**src/rtl/mul_issue_scheduler_pkg.sv**
```systemverilog
// Shared types and constants for the MUL/MULH issue scheduler slice.
package mul_issue_scheduler_pkg;

    typedef enum logic [1:0] {
        IDLE  = 2'd0,
        ISSUE = 2'd1,
        WAIT  = 2'd2,
        WB    = 2'd3
    } state_t;

    localparam logic        OP_MUL   = 1'b0;
    localparam logic        OP_MULH  = 1'b1;
    localparam int unsigned TAG_NONE = 0;

    function automatic logic [31:0] sel_half(input logic op, input logic [31:0] lo,
                                             input logic [31:0] hi);
        return (op == OP_MULH) ? hi : (op == OP_MUL) ? lo : '0;
    endfunction

endpackage

```
**src/rtl/mul_rs_entry.sv**
```systemverilog
// One reservation-station entry with CDB snoop; MUL_RS_BYPASS_EN enables
// same-cycle capture of a broadcast matching an allocating operand.
module mul_rs_entry
    import mul_issue_scheduler_pkg::*;
#(
    parameter int unsigned TAGW = 4
) (
    input  logic            clk,
    input  logic            reset,
    input  logic            i_alloc,
    input  logic            i_op,
    input  logic [TAGW-1:0] i_tag,
    input  logic [31:0]     i_vj,
    input  logic [31:0]     i_vk,
    input  logic [TAGW-1:0] i_qj,
    input  logic [TAGW-1:0] i_qk,
    input  logic            i_snp_valid,
    input  logic [TAGW-1:0] i_snp_tag,
    input  logic [31:0]     i_snp_data,
    input  logic            i_issue,
    input  logic            i_free,
    output logic            o_busy,
    output logic            o_ready,
    output logic            o_op,
    output logic [TAGW-1:0] o_tag,
    output logic [31:0]     o_vj,
    output logic [31:0]     o_vk
);

    logic            r_busy, r_issued, r_op;
    logic [TAGW-1:0] r_tag, r_qj, r_qk;
    logic [31:0]     r_vj, r_vk;
    logic            w_hit_j, w_hit_k, w_byp_j, w_byp_k;

    assign w_hit_j = r_busy && (r_qj != TAGW'(TAG_NONE)) && i_snp_valid && (r_qj == i_snp_tag);
    assign w_hit_k = r_busy && (r_qk != TAGW'(TAG_NONE)) && i_snp_valid && (r_qk == i_snp_tag);

`ifdef MUL_RS_BYPASS_EN
    assign w_byp_j = i_snp_valid && (i_qj != TAGW'(TAG_NONE)) && (i_qj == i_snp_tag);
    assign w_byp_k = i_snp_valid && (i_qk != TAGW'(TAG_NONE)) && (i_qk == i_snp_tag);
`else
    assign w_byp_j = 1'b0;
    assign w_byp_k = 1'b0;
`endif

    always_ff @(posedge clk or negedge reset) begin
        if (!reset) begin
            r_busy   <= 1'b0;
            r_issued <= 1'b0;
            r_op     <= 1'b0;
            r_tag    <= '0;
            r_qj     <= '0;
            r_qk     <= '0;
            r_vj     <= '0;
            r_vk     <= '0;
        end else if (i_alloc) begin
            r_busy   <= 1'b1;
            r_issued <= 1'b0;
            r_op     <= i_op;
            r_tag    <= i_tag;
            r_vj     <= w_byp_j ? i_snp_data : i_vj;
            r_vk     <= w_byp_k ? i_snp_data : i_vk;
            r_qj     <= w_byp_j ? '0 : i_qj;
            r_qk     <= w_byp_k ? '0 : i_qk;
        end else begin
            if (i_free) begin
                r_busy   <= 1'b0;
                r_issued <= 1'b0;
            end else if (i_issue) begin
                r_issued <= 1'b1;
            end
            if (w_hit_j) begin
                r_vj <= i_snp_data;
                r_qj <= '0;
            end
            if (w_hit_k) begin
                r_vk <= i_snp_data;
                r_qk <= '0;
            end
        end
    end

    assign o_busy  = r_busy;
    assign o_ready = r_busy && !r_issued && (r_qj == TAGW'(TAG_NONE)) && (r_qk == TAGW'(TAG_NONE));
    assign o_op    = r_op;
    assign o_tag   = r_tag;
    assign o_vj    = r_vj;
    assign o_vk    = r_vk;

endmodule

```
**src/rtl/mul_issue_scheduler.sv**
```systemverilog
// MUL/MULH reservation station and single-issue controller in front of a
// fixed-latency multiplier; results are offered back on the CDB.
module mul_issue_scheduler
    import mul_issue_scheduler_pkg::*;
#(
    parameter int unsigned DEPTH = 4,
    parameter int unsigned TAGW  = 4
) (
    input  logic            clk,
    input  logic            reset,
    input  logic            alloc_valid,
    input  logic            alloc_op,
    input  logic [TAGW-1:0] alloc_tag,
    input  logic [31:0]     alloc_vj,
    input  logic [31:0]     alloc_vk,
    input  logic [TAGW-1:0] alloc_qj,
    input  logic [TAGW-1:0] alloc_qk,
    output logic            rs_full,
    input  logic            cdb_valid,
    input  logic [TAGW-1:0] cdb_tag,
    input  logic [31:0]     cdb_data,
    output logic            mul_start,
    output logic [31:0]     mul_srca,
    output logic [31:0]     mul_srcb,
    output logic [TAGW-1:0] mul_tag,
    input  logic            mul_result_valid,
    input  logic [31:0]     mul_lo,
    input  logic [31:0]     mul_hi,
    output logic            cdb_req,
    output logic [TAGW-1:0] cdb_req_tag,
    output logic [31:0]     cdb_req_data,
    input  logic            cdb_grant
);

    localparam int unsigned IDXW = (DEPTH > 1) ? $clog2(DEPTH) : 1;

    state_t          r_state;
    logic [IDXW-1:0] r_sel;
    logic            r_op, r_rs_full, r_mul_start, r_cdb_req;
    logic [31:0]     r_mul_srca, r_mul_srcb, r_cdb_req_data;
    logic [TAGW-1:0] r_mul_tag, r_cdb_req_tag;

    logic [DEPTH-1:0] w_busy, w_ready, w_op, w_alloc, w_issue, w_free;
    logic [TAGW-1:0]  w_tag [DEPTH];
    logic [31:0]      w_vj  [DEPTH];
    logic [31:0]      w_vk  [DEPTH];
    logic             w_free_found, w_rdy_found, w_alloc_go, w_grant;
    logic [IDXW-1:0]  w_free_idx, w_rdy_idx;
    logic             w_snp_valid;
    logic [TAGW-1:0]  w_snp_tag;
    logic [31:0]      w_snp_data;

    always_comb begin
        w_free_found = 1'b0;
        w_free_idx   = '0;
        w_rdy_found  = 1'b0;
        w_rdy_idx    = '0;
        for (int unsigned i = 0; i < DEPTH; i++) begin
            if (!w_busy[i] && !w_free_found) begin
                w_free_found = 1'b1;
                w_free_idx   = IDXW'(i);
            end
            if (w_ready[i] && !w_rdy_found) begin
                w_rdy_found = 1'b1;
                w_rdy_idx   = IDXW'(i);
            end
        end
    end

    // rs_full lags the busy vector by a cycle, so also require a free slot
    assign w_alloc_go = alloc_valid && !r_rs_full && w_free_found;
    assign w_grant    = (r_state == WB) && cdb_grant;

    // Our own granted result is snooped alongside the external bus
    assign w_snp_valid = cdb_valid || w_grant;
    assign w_snp_tag   = w_grant ? r_cdb_req_tag  : cdb_tag;
    assign w_snp_data  = w_grant ? r_cdb_req_data : cdb_data;

    for (genvar gi = 0; gi < DEPTH; gi++) begin : g_entry
        assign w_alloc[gi] = w_alloc_go && (w_free_idx == IDXW'(gi));
        assign w_issue[gi] = (r_state == IDLE) && w_rdy_found && (w_rdy_idx == IDXW'(gi));
        assign w_free[gi]  = w_grant && (r_sel == IDXW'(gi));

        mul_rs_entry #(.TAGW(TAGW)) u_entry (
            .clk         (clk),
            .reset       (reset),
            .i_alloc     (w_alloc[gi]),
            .i_op        (alloc_op),
            .i_tag       (alloc_tag),
            .i_vj        (alloc_vj),
            .i_vk        (alloc_vk),
            .i_qj        (alloc_qj),
            .i_qk        (alloc_qk),
            .i_snp_valid (w_snp_valid),
            .i_snp_tag   (w_snp_tag),
            .i_snp_data  (w_snp_data),
            .i_issue     (w_issue[gi]),
            .i_free      (w_free[gi]),
            .o_busy      (w_busy[gi]),
            .o_ready     (w_ready[gi]),
            .o_op        (w_op[gi]),
            .o_tag       (w_tag[gi]),
            .o_vj        (w_vj[gi]),
            .o_vk        (w_vk[gi])
        );
    end

    always_ff @(posedge clk or negedge reset) begin
        if (!reset) begin
            r_state        <= IDLE;
            r_sel          <= '0;
            r_op           <= 1'b0;
            r_rs_full      <= 1'b0;
            r_mul_start    <= 1'b0;
            r_mul_srca     <= '0;
            r_mul_srcb     <= '0;
            r_mul_tag      <= '0;
            r_cdb_req      <= 1'b0;
            r_cdb_req_tag  <= '0;
            r_cdb_req_data <= '0;
        end else begin
            r_rs_full   <= &w_busy;
            r_mul_start <= 1'b0;
            case (r_state)
                IDLE: if (w_rdy_found) begin
                    r_sel       <= w_rdy_idx;
                    r_op        <= w_op[w_rdy_idx];
                    r_mul_start <= 1'b1;
                    r_mul_srca  <= w_vj[w_rdy_idx];
                    r_mul_srcb  <= w_vk[w_rdy_idx];
                    r_mul_tag   <= w_tag[w_rdy_idx];
                    r_state     <= ISSUE;
                end
                ISSUE: r_state <= WAIT;
                WAIT: if (mul_result_valid) begin
                    r_cdb_req_data <= sel_half(r_op, mul_lo, mul_hi);
                    r_cdb_req_tag  <= r_mul_tag;
                    r_cdb_req      <= 1'b1;
                    r_state        <= WB;
                end
                WB: if (cdb_grant) begin
                    r_cdb_req <= 1'b0;
                    r_state   <= IDLE;
                end
                default: r_state <= IDLE;
            endcase
        end
    end

    assign rs_full      = r_rs_full;
    assign mul_start    = r_mul_start;
    assign mul_srca     = r_mul_srca;
    assign mul_srcb     = r_mul_srcb;
    assign mul_tag      = r_mul_tag;
    assign cdb_req      = r_cdb_req;
    assign cdb_req_tag  = r_cdb_req_tag;
    assign cdb_req_data = r_cdb_req_data;

endmodule

```
**config.mk**
```make
export PLATFORM = sky130hd
export DESIGN_NAME = mul_issue_scheduler
export DESIGN_NICKNAME = d
export VERILOG_FILES = /design/src/rtl/mul_issue_scheduler_pkg.sv /design/src/rtl/mul_rs_entry.sv /design/src/rtl/mul_issue_scheduler.sv
export SDC_FILE = /design/constraint.sdc
export NUM_CORES = 1
export LEC_CHECK = 0
export CAP_MARGIN = 20
export CORE_MARGIN = 8
export CORE_UTILIZATION = 50
export CTS_CLUSTER_SIZE = 14
export DETAILED_ROUTE_END_ITERATION = 6
export GPL_TIMING_DRIVEN = 1
export PLACE_DENSITY = 0.73
export SETUP_SLACK_MARGIN = 0.4
export SLEW_MARGIN = 20
export SYNTH_ARGS = -nofsm -noshare
export SYNTH_HDL_FRONTEND = slang
export SYNTH_SLANG_ARGS = --single-unit
```
**constraint.sdc**
```tcl
create_clock -name clk -period 2.7 [get_ports clk]
set_clock_uncertainty 0.1 [all_clocks]
set_input_delay 0.54 -clock clk [delete_from_list [all_inputs] [get_ports clk]]
set_output_delay 0.54 -clock clk [all_outputs]
set_load 0.02 [all_outputs]
```
==> qor.csv <==
stage,metric,value,unit
outcome,run status,"complete, no violations",
logic_synthesis,Post-Syn Nets,2099,
clock_network,Clock Path Buffers,3,
clock_network,"Reg clk slew, reported paths",0.06,ns
finish,share of cells above drive strength 1,21.1,%
floorplanning,FP Rows,75,
sta,Final Hold Viols,0,
critical_path,CP bufs+invs,4,
grt,first-pass GRT wire length,116,mm
place,detailed-placement wirelength estimate,47.7,mm
floorplanning,initial core utilization,50.5,%
finish,Area growth syn-to-layout,41.8,%
sta,Tcrit/Tclk final,97.7,%
clock_network,CTS tree,done,
critical_path,Worst EP required,3.09,ns
route,DR vias,18400,
place,gp weighted congestion,0.882,
critical_path,critical path peak fanout,7,
critical_path,crit path kind,reg -> reg,
sta,Max Slew Vio Count,0,
power_and_ir_drop,Peak VDD IR,0.640,mV
power_and_ir_drop,Pleak,0.0144,uW
clock_network,clock sinks,428,
grt,pin count of the biggest net entering global routing,68,
critical_path,R2R depth,11,
logic_synthesis,Most used DFF post-synth,dfrtp_1,
critical_path,FF-to-FF End,g_entry[2].u_entry.o_vk[30],
critical_path,Worst path top cell family by delay,buffers and inverters,
route,DRT antenna net count,0,
logic_synthesis,mux cell area share after synthesis,21.9,%
route,DRT Pass-1 Iters,7,
critical_path,CP arrival,3.02,ns
logic_synthesis,xor and xnor area share after synthesis,1.20,%
clock_network,Worst-Skew Late Latency,0.58,ns
logic_synthesis,Synth area leaders,"dfrtp_1 51%, mux2i_1 21%, nand2_1 3.3%",
power_and_ir_drop,Power Density,1220,nW/um^2
sta,crit path time final,2.64,ns
place,Placed Instances,2734,
route,WL final,79.7,mm
clock_network,Max H-tree Level,2,
finish,net count reported at finish,2536,
clock_network,CTS buffer count,46,
logic_synthesis,"Warnings, synthesis",0,
critical_path,r2r setup slk,0.06,ns
logic_synthesis,compound-gate portion of the synthesized area,13.3,%
grt,vias in the first global route,19000,
min_path,Hold EP,g_entry[3].u_entry.o_op,
logic_synthesis,syn avg cell area,11.1,sq um
route,WL per Instance,27.3,microns
logic_synthesis,Post-synth ARST share,100,%
logic_synthesis,Yosys top cell by area,dfrtp_1,
critical_path,CP dominant cell by count,buf_6,
place,port bufs,289,
floorplanning,Die W,222,microns
route,DRT iter0 DRCs,1791,
sta,f_max,0.379,GHz
job,maxcap violations,0,
route,post-DR vias/cell,6.31,
place,DP Worst Slack,-0.454,ns
floorplanning,CORE AREA,41900,sq um
min_path,hold depth,2,
logic_synthesis,Adder-Cell Fraction of Synth Area,0.237,%
floorplanning,Ports,290,
floorplanning,die area,49100,sq um
logic_synthesis,main combinational cell family by area after synthesis,multiplexers,
critical_path,FF-to-FF Start,r_state[1],
logic_synthesis,Yosys reg bits,428,
sta,final worst slack,0.0634,ns
critical_path,Worst Setup Start Kind,flip-flop,
logic_synthesis,top-area cell type share of the netlist area,50.6,%
sta,final setup violation count,0,
min_path,worst min path class,reg -> reg,
min_path,Worst Min Path Start,g_entry[3].u_entry.o_op,
grt,grt total ovfl,0,
sta,RSZ-0062 raised after global routing,true,
critical_path,CP Cell Sequence,ha_4 -> and2_4 -> mux2i_4 -> buf_6 -> xnor2_1 -> nor3_1 -> nand4_1 -> buf_4 -> buf_6 -> clkbuf_16 -> mux2i_1,
finish,non-filler instance count after layout,2921,
logic_synthesis,Post-synth EDFFs,0,
logic_synthesis,Synth Area in Simple Gates,9.29,%
logic_synthesis,synth unique cells,48,
route,number of remaining DRC errors,0,
grt,initial antenna violation count,4,
sta,measured slew at the worst slew-check pin,0.567,ns
grt,GRT Total Usage,30.2,%
critical_path,Worst setup EP type,flip-flop,
clock_network,Root Buffer,clkbuf_16,
critical_path,CP max stage delay,0.39,ns
sta,Slew headroom,62.2,%
logic_synthesis,Mapped Area,21200,sq um
critical_path,Critical Path Slowest Stage Cell,dfrtp_1,
logic_synthesis,Mapped Cells,1912,
floorplanning,die height,222,microns
logic_synthesis,register area share after synthesis,50.6,%
-- cells by family (layout without fill, tap and decap cells) --
kind of cell / Yosys count / count (layout)
adder cells (fa/ha/maj): 4 / 4
multiplexers: 458 / 458
flip-flops: 428 / 428
buffers and inverters: 171 / 639
other: 0 / 2
AO/OA/AOI/OAI: 385 / 385
XOR/XNOR: 29 / 29
AND/OR/NAND/NOR: 437 / 437
-- metrics by stage --
stage	util [%]	hold WS (ns)	total power, uW	cell area, sq um	setup TNS (ns)
after floorplan	-	0.144	20000	21400	0
after global placement	62.0	0.359	25400	25900	-78.36
after detailed placement	62.0	0.362	26000	25900	-86.47
after CTS	69.1	0.376	35100	28900	0
after global routing	71.7	0.386	38100	30000	0
final	71.7	0.376	36600	30000	0
-- tightest hold or removal path, delay by kind of cell (launching register included) --
| kind | cells | cell delay (ns) |
|---|---|---|
| DFF | 1 | 0.34 |
| and+or+nand+nor | 2 | 0.10 |
-- power breakdown --
| group | total [uW] | internal, uW | leakage (uW) | switching [uW] |
|---|---|---|---|---|
| Combinational | 18300 | 9140 | 0.00844 | 9200 |
| Clock | 6340 | 3740 | 0.000738 | 2600 |
| Sequential | 11900 | 9520 | 0.00522 | 2340 |
| Total | 36600 | 22400 | 0.0144 | 14200 |
-- cells in the final DEF (no fill, tap or decap), drive strengths merged, types with 4 or more instances in the layout --
cell	n
nor2	65
buf	244
nand3	120
a21oi	42
a22o	70
clkbuf	81
xnor2	11
mux2	14
nor3	12
xor2	18
nor2b	17
o22a	4
nand4	7
clkinv	7
a221o	7
and2	6
nand2	186
a31o	4
dfrtp	428
mux2i	444
o21ai	82
o211ai	94
a221oi	7
a2bb2oi	4
clkdlybuf4s50	277
a22oi	63
nor4	6
inv	13
dlymetal6s2s	11
ha	4
-- cell type report --
type | count | area, sq um
fill | 2882 | 11900
sequential | 428 | 10700
multi-input combinational | 1313 | 10500
timing repair buffer | 548 | 6600
clock buffer | 68 | 1360
tap | 539 | 674
clock inverter | 11 | 134
inverter | 12 | 52.6
antenna | 2 | 5.00
-- repair_timing --
action                                  CTS  global route
buffers inserted                         43            21
pin swaps                                30            48
hold buffers                              1             0
hold endpoints to repair                 48             0
endpoints found under the setup margin  369           372
resized for setup                       162           139
cloned                                   23            18
-- synth_stat cells, drive strengths merged (11+ instances only) --
master / count
a21oi: 42
a22o: 70
a22oi: 63
buf: 63
clkbuf: 96
dfrtp: 428
inv: 12
mux2: 14
mux2i: 444
nand2: 186
nand3: 120
nor2: 65
nor2b: 17
nor3: 12
o211ai: 94
o21ai: 82
xnor2: 11
xor2: 18
-- metal layers --
layer  track usage [%]  share of wire [%]
met1              38.1                 39
met2              48.2                 47
met3              7.98                 10
met4              13.8                4.5
met5                 0              0.016
-- registers in the layout (all words and copies together) (netlist names) --
signal                    count
rs_full                       1
g_entry.u_entry.r_issued      4
cdb_req                       1
r_op                          1
g_entry.u_entry.o_op          4
g_entry.u_entry.o_vk        128
r_state                       2
g_entry.u_entry.o_tag        16
cdb_req_tag                   4
g_entry.u_entry.r_qk         16
mul_tag                       4
mul_srca                     32
g_entry.u_entry.r_qj         16
g_entry.u_entry.o_busy        4
r_sel                         2
cdb_req_data                 32
g_entry.u_entry.o_vj        128
mul_srcb                     32
mul_start                     1
-- how the worst max path moves through the flow --
| stage | startpoint | endpoint | slack (ns) | depth (start not counted) |
|---|---|---|---|---|
| 3_3_place_gp | cdb_grant | g_entry[3].u_entry.o_vj[21] | -0.43 | 8 |
| 4_1_cts | r_state[1] | g_entry[3].u_entry.o_vk[16] | 0.15 | 9 |
| 2_1_floorplan | r_state[1] | g_entry[3].u_entry.o_vj[28] | 0.05 | 12 |
| 5_1_grt | r_state[1] | g_entry[2].u_entry.o_vk[23] | 0.02 | 11 |
| 3_5_place_dp | cdb_grant | g_entry[3].u_entry.o_vj[11] | -0.45 | 9 |
| 6_report | r_state[1] | g_entry[2].u_entry.o_vk[30] | 0.06 | 11 |
(Power assumes the default switching activity.)
